$ cat config.mk
export PLATFORM = sky130hd
export DESIGN_NAME = pc_fetch_unit
export DESIGN_NICKNAME = d
export VERILOG_FILES = /design/src/rtl/pc_fetch_unit.sv
export SDC_FILE = /design/constraint.sdc
export NUM_CORES = 1
export LEC_CHECK = 0
export CORE_MARGIN = 2
export CORE_UTILIZATION = 40
export CTS_CLUSTER_SIZE = 8
export DETAILED_ROUTE_END_ITERATION = 16
export PLACE_DENSITY = 0.8
export SETUP_SLACK_MARGIN = 0.2
export SYNTH_ARGS = -nofsm -noshare
export SYNTH_HDL_FRONTEND = slang
export SYNTH_SLANG_ARGS = --single-unit
$ cat constraint.sdc
create_clock -name clk -period 2.2 [get_ports clk]
set_input_delay 0.44 -clock clk [delete_from_list [all_inputs] [get_ports clk]]
set_output_delay 0.44 -clock clk [all_outputs]
set_load 0.005 [all_outputs]
$ cat src/rtl/pc_fetch_unit.sv
// Architectural PC register plus a one-instruction-in-flight fetch loop toward imem and decode.
// Run-to-issue takes at least 3 cycles. Stalls are on imem_ready, imem_rvalid, ins_ready and pc_update.
module pc_fetch_unit #(
   parameter int unsigned PC_W     = 14,
   parameter int unsigned DATA_W   = 32,
   parameter int unsigned RESET_PC = 0,
   parameter int unsigned TIMEOUT  = 255
) (
   input  logic              clk,
   input  logic              rst_n,
   input  logic              run,
   output logic              imem_req,
   output logic [PC_W-1:0]   imem_addr,
   input  logic              imem_ready,
   input  logic              imem_rvalid,
   input  logic [DATA_W-1:0] imem_rdata,
   output logic              ins_valid,
   input  logic              ins_ready,
   output logic [DATA_W-1:0] instruction,
   output logic [PC_W-1:0]   pc,
   output logic [31:0]       pc_arti1,
   input  logic              pc_update,
   input  logic [PC_W-1:0]   new_pc,
   output logic              fetch_err
);

   localparam int unsigned CNT_W = $clog2(TIMEOUT + 1);

   typedef enum logic [2:0] {
      S_IDLE,
      S_FETCH,
      S_WAIT_DATA,
      S_ISSUE,
      S_WAIT_NPC
   } state_e;

   state_e             state_q, state_d;
   logic [PC_W-1:0]    pc_q, pc_d;
   logic [DATA_W-1:0]  instr_q, instr_d;
   logic               err_q, err_d;
   logic [CNT_W-1:0]   cnt_q, cnt_d;
   logic               cnt_hit;

   // The stalled cycle that would bring the count to TIMEOUT is the one that gives up.
   assign cnt_hit = (cnt_q == CNT_W'(TIMEOUT - 1));

   always_ff @(posedge clk) begin
      if (!rst_n) begin
         state_q <= S_IDLE;
         pc_q    <= PC_W'(RESET_PC);
         instr_q <= '0;
         err_q   <= 1'b0;
         cnt_q   <= '0;
      end else begin
         state_q <= state_d;
         pc_q    <= pc_d;
         instr_q <= instr_d;
         err_q   <= err_d;
         cnt_q   <= cnt_d;
      end
   end

   always_comb begin
      state_d = state_q;
      pc_d    = pc_q;
      instr_d = instr_q;
      err_d   = err_q;
      cnt_d   = cnt_q;
      case (state_q)
         S_IDLE: begin
            if (run && !err_q) begin
               state_d = S_FETCH;
               cnt_d   = '0;
            end
         end
         S_FETCH: begin
            if (imem_ready) begin
               state_d = S_WAIT_DATA;
               cnt_d   = '0;
            end else if (cnt_hit) begin
               state_d = S_IDLE;
               err_d   = 1'b1;
            end else begin
               cnt_d = cnt_q + 1'b1;
            end
         end
         S_WAIT_DATA: begin
            if (imem_rvalid) begin
               state_d = S_ISSUE;
               instr_d = imem_rdata;
            end else if (cnt_hit) begin
               state_d = S_IDLE;
               err_d   = 1'b1;
            end else begin
               cnt_d = cnt_q + 1'b1;
            end
         end
         S_ISSUE: begin
            if (ins_ready) begin
               state_d = S_WAIT_NPC;
            end
         end
         S_WAIT_NPC: begin
            if (pc_update) begin
               pc_d = new_pc;
               if (run) begin
                  state_d = S_FETCH;
                  cnt_d   = '0;
               end else begin
                  state_d = S_IDLE;
               end
            end
         end
         default: state_d = S_IDLE;
      endcase
   end

   assign imem_req    = (state_q == S_FETCH);
   assign imem_addr   = pc_q;
   assign ins_valid   = (state_q == S_ISSUE);
   assign instruction = instr_q;
   assign pc          = pc_q;
   assign pc_arti1    = {{(32 - PC_W){1'b0}}, pc_q} + 32'd1;
   assign fetch_err   = err_q;

endmodule

; Word level (Yosys, flattened, before mapping)
; Index checks and enable logic that the tools add are counted.
[word_totals]
reg_bits = 58
wordCells = 47
[classes]
add_sub_neg = 2
n_eq_ne = 11
muxes = 19
n_reduce_logical = 10
[op_table]
columns = op, count
row1 = 8-bit two-way mux, 6
row2 = 8-bit one-hot mux with 4 select lines, 1
row3 = 3-bit two-way mux, 6
row4 = "14-bit by 1-bit adder with 15-bit output, second input constant", 1
row5 = 3-bit one-hot mux with 5 select lines, 1
row6 = "2-bit != test, second input constant", 5
row7 = "8-bit by 1-bit adder with 8-bit output, second input constant", 1
row8 = "8-bit equality test, second input constant", 1
row9 = "3-bit by 2-bit equality test with 1-bit output, second input constant", 2
row10 = 3-bit AND reduction, 2
row11 = 5-bit AND reduction, 1
row12 = 1-bit two-way mux, 4
row13 = 2-bit AND reduction, 2
row14 = 4-bit nonzero test, 1
row15 = "3-bit by 1-bit equality test with 1-bit output, second input constant", 1
row16 = "3-bit equality test, second input constant", 1
row17 = 3-bit zero test, 1
row18 = "2-bit by 1-bit != test with 1-bit output, second input constant", 1
row19 = 1-bit one-hot mux with 2 select lines, 1
row20 = 2-bit nonzero test, 1
row21 = 1-bit logical AND, 1
row22 = 1-bit zero test, 1

; Depth between registers and ports, before layout
; Gate-level depths: netlist of run 1.
[logic_depth]
ltp_word = 4
mapped_depth = 7
ltp_nobuf = 7

; Worst setup path before layout of run 1
; OpenSTA, ideal clock, no wires.
[synth_path]
path_kind = reg2out
start = register pc_q[0], in the netlist imem_addr[0]
end = output port pc_arti1[12]
t_arrival_ns = 1.257
required_time_ns = 1.760
setup_slack_ns = 0.503
path_stages_with_launch = 6
path_buffers = 0
cell_sequence = dfxtp_1 -> ha_1 -> nand3_1 -> nor2_1 -> nand3_1 -> xnor2_1
[synth_between]
elab_chain_len = 1
[synth_rtl]
columns = item, line_no
row1 = "start, declared", 38  ; logic [PC_W-1:0] pc_q, pc_d;
row2 = "start signal, assigned", 50  ; pc_q <= PC_W'(RESET_PC);
row3 = "start signal, assigned", 56  ; pc_q <= pc_d;
row4 = 14-bit by 1-bit adder with 15-bit output, 123  ; assign pc_arti1 = {{(32 - PC_W){1'b0}}, pc_q} + 32'd1;
row5 = "end, declared", 21  ; output logic [31:0] pc_arti1,
; Every way passes these cells.

; Final worst setup path of run 1
[layout_path]
start = register pc_q[2], in the netlist imem_addr[2]
end = output port pc_arti1[7]
; The elaborated chain is that of the path after synthesis.

==> flow_metrics.tcl, run 1 <==
set metrics [dict create \
    fin_crit_sh_pct 98.1 \
    min_period_ps 2160 \
    slew_headroom_pct 55.4 \
    fin_skew_ps 3.42 \
    cts_hold_buffers 0 \
    clk_pin_slew_ps 60 \
    synth_area_um2 2900 \
    ys_warn_count 0 \
    use_met3_pct 6.00 \
    drt_iter0_drc 94 \
    grt_pass1_vias 2604 \
    timing.setup.tns_ps 0 \
    drt-wirelength-per-cell_um 13.1 \
    grt_pass1_wl_mm 12.1 \
    final_cells 597 \
    report.final.slew_viol_count 0 \
    fin_ws_ps 42.8 \
    busiest_layer "met2" \
    hpwl_mm 5.50 \
    die_area_um2 7950 \
    grtUsageTotal_pct 19.3 \
    fin_nets 550 \
    hold_viol 0 \
    clockBufferDepth 2 \
    layout-drive-gt1-share_pct 15.5 \
    cts.sinks 58 \
    grt_max_degree 59 \
    num_vias 2864 \
    yosysTopAreaCellShare_pct 40.0 \
    peakVddDrop_uv 456 \
    dp_slack_ps 48.7 \
    max_slew.worst_pin.slew_ps 666 \
    yosysSeqAreaShare_pct 40.0 \
    dieHeight_um 89.2 \
    insertion_delay_ps 330 \
    drv_cap 0 \
    utilization_pct 63.3 \
    totalWireLength_mm 7.84 \
    die_w_um 89.2 \
    avgSynthCellArea_um2 8.08 \
    post-route-drc-count 0 \
    cts_tree "done" \
    netlist-cell-type-count 41 \
    p_leak_nw 1.69 \
    required_ps 1760 \
    cts_max_level 3 \
    yosysTopAreaCell "dfxtp_1" \
    start_util_pct 40.7 \
    grt.overflow.total 0 \
    status "complete, no violations" \
    place_congestion 0.910 \
    critPathCaptureType "output pin" \
    ys_ff_latch 58 \
    dr.pass1.iters 4 \
    power.density_nw_per_um2 646 \
    hold_path_class "flip-flop to flip-flop" \
    port_buffers 130 \
    crit_path_start_kind "flip-flop" \
    synth_area_leaders "dfxtp_1 40%, nand2_1 13%, a21boi_0 12%, buf_4 8.8%, nor2_1 2.5%" \
    ys.flop_type "dfxtp_1" \
    use_met1_pct 23.6 \
    antenna-diode-count 0 \
    row_count 31 \
    grt_antenna_before_repair 0 \
    ios 148 \
    criticalPathCategory "flip-flop to output pin" \
    rsz0062_at_grt "yes" \
    grt_util_met2_pct 31.9 \
    arrival_ps 1720 \
    vias_per_cell 4.80 \
    whs_ps 459 \
    setup_viol 0 \
    syn_inst 359 \
    synth_edf_count 0 \
    area_growth_pct 55.8 \
    synth-async-reset-ratio_pct 0 \
    cts-root-buf "clkbuf_8" \
    fillers 625 \
    crit_path_max_fanout 3 \
    fmax_mhz 464 \
    numCtsBuffers 9 \
    ant_nets 0 \
    dp.cells 573 \
    core_um2 7140 \
]
==> worst paths after layout <==
check,to,depth (start not counted),startpoint,slack (ps)
max,pc_arti1[7],7,imem_addr[2]$_SDFFE_PN0P_,40
min,instruction[18]$_SDFFE_PN0P_,2,instruction[18]$_SDFFE_PN0P_,460
max reg2reg,state_q[1]$_SDFFE_PN0P_,7,cnt_q[0]$_SDFFE_PN0P_,370
min reg2reg,instruction[18]$_SDFFE_PN0P_,2,instruction[18]$_SDFFE_PN0P_,460
==> layout make-up <==
type / count / area (um^2) / share of cell area [%]
clock buffer: 13 / 179 / 3.96
clock inverter: 2 / 10.0 / 0.221
inverter: 6 / 22.5 / 0.498
multi-input combinational: 263 / 1530 / 33.9
sequential: 58 / 1180 / 26.1
tap: 99 / 124 / 2.74
timing repair buffer: 156 / 1480 / 32.7
==> cell usage in the layout (no fill, tap or decap), drive strengths merged, types with 3 or more instances in the layout <==
master	netlist	layout
clkdlybuf4s50	0	117
a21boi	48	48
nand2	103	103
clkbuf	10	15
conb	1	17
buf	38	32
ha	3	3
nor2	19	19
a31oi	4	4
a21oi	7	7
nor3	5	5
o21ai	9	9
nand4	5	5
dlygate4sd2	0	3
inv	6	6
xnor2	7	7
xor2	5	5
dfxtp	58	58
nand3	10	10
==> metal layers <==
metal  vias to the layer above  part of all wire (%)
met5                         -                     0
met4                         0                   1.5
met3                        11                   6.7
met2                       103                    49
met1                      1325                    43
li1                       1425                     -
==> timing repair <==
item / 4_1_cts / 5_1_grt
resized for setup: 47 / 19
buffers inserted: 2 / 7
pin swaps: 9 / 8
setup endpoints to repair: 15 / 13
==> critical path, cell delays in order, from the launching register on <==
cell and delay (ps):
dfxtp_2 330, and3_4 180, nand4_1 180, buf_4 200
buf_6 110, nor2_4 70, xor2_1 170, buf_2 140
==> Yosys cell counts, types with 2 or more instances <==
library cell	n
a21boi_0	47
a21oi_1	6
a31oi_1	4
and2_1	2
and3_1	2
buf_2	3
buf_4	34
clkbuf_1	10
dfxtp_1	58
ha_1	3
inv_1	6
nand2_1	102
nand3_1	10
nand4_1	4
nor2_1	19
nor3_1	5
o211a_1	2
o21ai_0	9
xnor2_1	7
xor2_1	5
==> registers in the layout (all words and copies together) (netlist names) <==
signal       count
instruction     32
imem_addr       14
cnt_q            8
state_q          3
fetch_err        1
==> power by group <==
| part | leakage, nW | switching (W) | internal (W) | total, W |
|---|---|---|---|---|
| clock network | 0.101 | 0.000398 | 0.000522 | 0.000920 |
| logic | 1.11 | 0.000370 | 0.000418 | 0.000788 |
| registers | 0.473 | 0.0000812 | 0.00113 | 0.00121 |
| total | 1.69 | 0.000849 | 0.00207 | 0.00292 |
==> per-stage QoR <==
| stage | total power (W) | area (um^2) |
|---|---|---|
| after CTS | 0.00292 | 4460 |
| final | 0.00292 | 4520 |
| after global placement | 0.00195 | 4210 |
| after detailed placement | 0.00198 | 4210 |
| after global routing | 0.00310 | 4520 |
| after floorplan | 0.00165 | 2960 |
==> cell families (layout without fill, tap and decap cells) <==
family                     Yosys count  after routing  synth area share, %
xor gates and xnor gates            12             12                 3.62
other                                1             17                0.129
and+or+nand+nor                    152            152                 22.6
DFF                                 58             58                 40.0
AOI/OAI and AO/OA                   79             79                 20.6
adders and majority gates            3              3                 1.29
buffers and inverters               54            177                 11.8
No activity file was read; power rests on OpenSTA's default activity.
==> run 2: changes to the inputs <==
- CORE_UTILIZATION: 40 -> 57
- CTS_CLUSTER_SIZE: 8 -> default
- DONT_BUFFER_PORTS: default -> 1
- PLACE_DENSITY: 0.8 -> 0.75
- clock period: 2.2 -> 1.8 ns (I/O delays scaled with it)
==> flow_metrics.tcl, run 2 (synthesized netlist as in run 1, its figures left out) <==
set metrics [dict create \
    whs_ps 159 \
    postLayoutCellArea_um2 3340 \
    peakVddDrop_uv 661 \
    die_area_um2 5680 \
    crit_path_frequent_cell "nand4_1" \
    cts.sinks 58 \
    fmax_mhz 537 \
    dr.pass1.iters 4 \
    fin_crit_sh_pct 103 \
    crit_path_start_kind "flip-flop" \
    p_int_w 0.00241 \
    cts_max_level 3 \
    cts-root-buf "clkbuf_8" \
    power.switching_w 0.00101 \
    hold_path_class "primary input to flip-flop" \
    dieHeight_um 75.3 \
    cts_tree "done" \
    clk_pin_slew_ps 70 \
    clockBufferDepth 2 \
    grt_max_degree 59 \
    vias_per_cell 5.44 \
    setup_viol 2 \
    p_total_w 0.00342 \
    dp.cells 414 \
    min_period_ps 1860 \
    drt-wirelength-per-cell_um 15.0 \
    switching_share_pct 29.5 \
    cp_slowest_stage_delay_ps 320 \
    totalWireLength_mm 6.58 \
    placed_area_um2 2890 \
    drt_iter0_drc 88 \
    crit_path_max_fanout 3 \
    rsz0062_at_grt "yes" \
    required_ps 1440 \
    core_um2 4820 \
    drv_cap 0 \
    hold_viol 0 \
    seqPwrFrac_pct 43.4 \
    final_cells 440 \
    p_leak_nw 1.24 \
    ios 148 \
    num_vias 2392 \
    report.final.slew_viol_count 0 \
    cp_slowest_cell "dfxtp_2" \
    fin_ws_ps -61.4 \
    grtUsageTotal_pct 21.7 \
    post-route-drc-count 0 \
    grt_pass1_vias 2176 \
    numCtsBuffers 9 \
    pwr-share-clk_pct 33.9 \
    crit_family "simple AND/OR/NAND/NOR gates" \
    fin_nets 424 \
    grt_antenna_before_repair 0 \
    grt.overflow.total 0 \
    ant_nets 0 \
    path_buf_inv 0 \
    largest_reg_flops 32 \
    layout-drive-gt1-share_pct 23.3 \
    final_cell_mix "102 x nand2_1, 47 x dfxtp_1, 46 x a21boi_0" \
    critPathCaptureType "output pin" \
    die_w_um 75.3 \
    hpwl_mm 4.54 \
    status "complete, but fails checks" \
    place_congestion 0.855 \
    combPwrFrac_pct 22.7 \
    criticalPathCategory "flip-flop to output pin" \
    antenna-diode-count 0 \
    path_cells "and3_4 > nand4_1 > nor2_2 > nand4_1 > xnor2_1" \
    area_growth_pct 15.1 \
    port_buffers 0 \
    grt_pass1_wl_mm 9.42 \
    start_util_pct 60.2 \
    final_common_cell "nand2_1" \
    fin_skew_ps 10.4 \
    failed_checks "negative setup slack" \
    row_count 25 \
    insertion_delay_ps 320 \
    arrival_ps 1500 \
    power.density_nw_per_um2 1020 \
]
[run 2: worst paths after layout]
path,startpoint,to,slack [ps],cells after the start
max,imem_addr[4]$_SDFFE_PN0P_,pc_arti1[13],-60,5
min,rst_n,fetch_err$_SDFFE_PN0P_,160,1
max reg2reg,state_q[2]$_SDFFE_PN0P_,cnt_q[1]$_SDFFE_PN0P_,240,5
min reg2reg,instruction[26]$_SDFFE_PN0P_,instruction[26]$_SDFFE_PN0P_,480,2
[run 2: area by class of cell]
class                   count  area [um^2]
multi-input cells         263         1610
flip-flops and latches     58         1180
inverters                   6         22.5
fillers                   385         1480
clock buffers              11          141
well taps                  67         83.8
repair buffers             30          253
clock inverters             5         53.8
[run 2: worst register-to-register path, cell delays in order, from the launching register on]
cell      delay (ps)
dfxtp_2          330
buf_6            130
o311ai_4         330
o211ai_4         170
or3_1            400
a21boi_1         130
[run 2: power groups by stage]
stage	clock network (W)	registers [W]	logic, W
after floorplan	0	0.00146	0.000552
after global placement	0	0.00149	0.000608
after detailed placement	0	0.00149	0.000619
after CTS	0.00120	0.00147	0.000665
after global routing	0.00123	0.00150	0.000873
final	0.00116	0.00149	0.000777
[run 2: routing by layer]
metal,GRT usage [%],wire length (um),vias up
met5,0,0,-
met4,10.7,106,0
met3,5.95,524,11
met2,38.9,3340,106
met1,23.3,2610,1104
li1,-,-,1171
[run 2: metrics by stage]
step                      util, %  TNS, ps  setup slack [ps]
after global routing         69.4     -440              -135
after floorplan                 -        0               200
after detailed placement     60.0        0               138
after CTS                    66.3    -25.1             -11.4
after global placement       60.0        0               191
final                        69.4    -71.9             -61.4
[run 2: repair_timing]
action,in CTS,in global routing
setup buffers,4,6
endpoints found under the setup margin,17,41
gates resized for setup,25,27
hold buffers,0,0
pin swaps,10,13
gates cloned,0,0
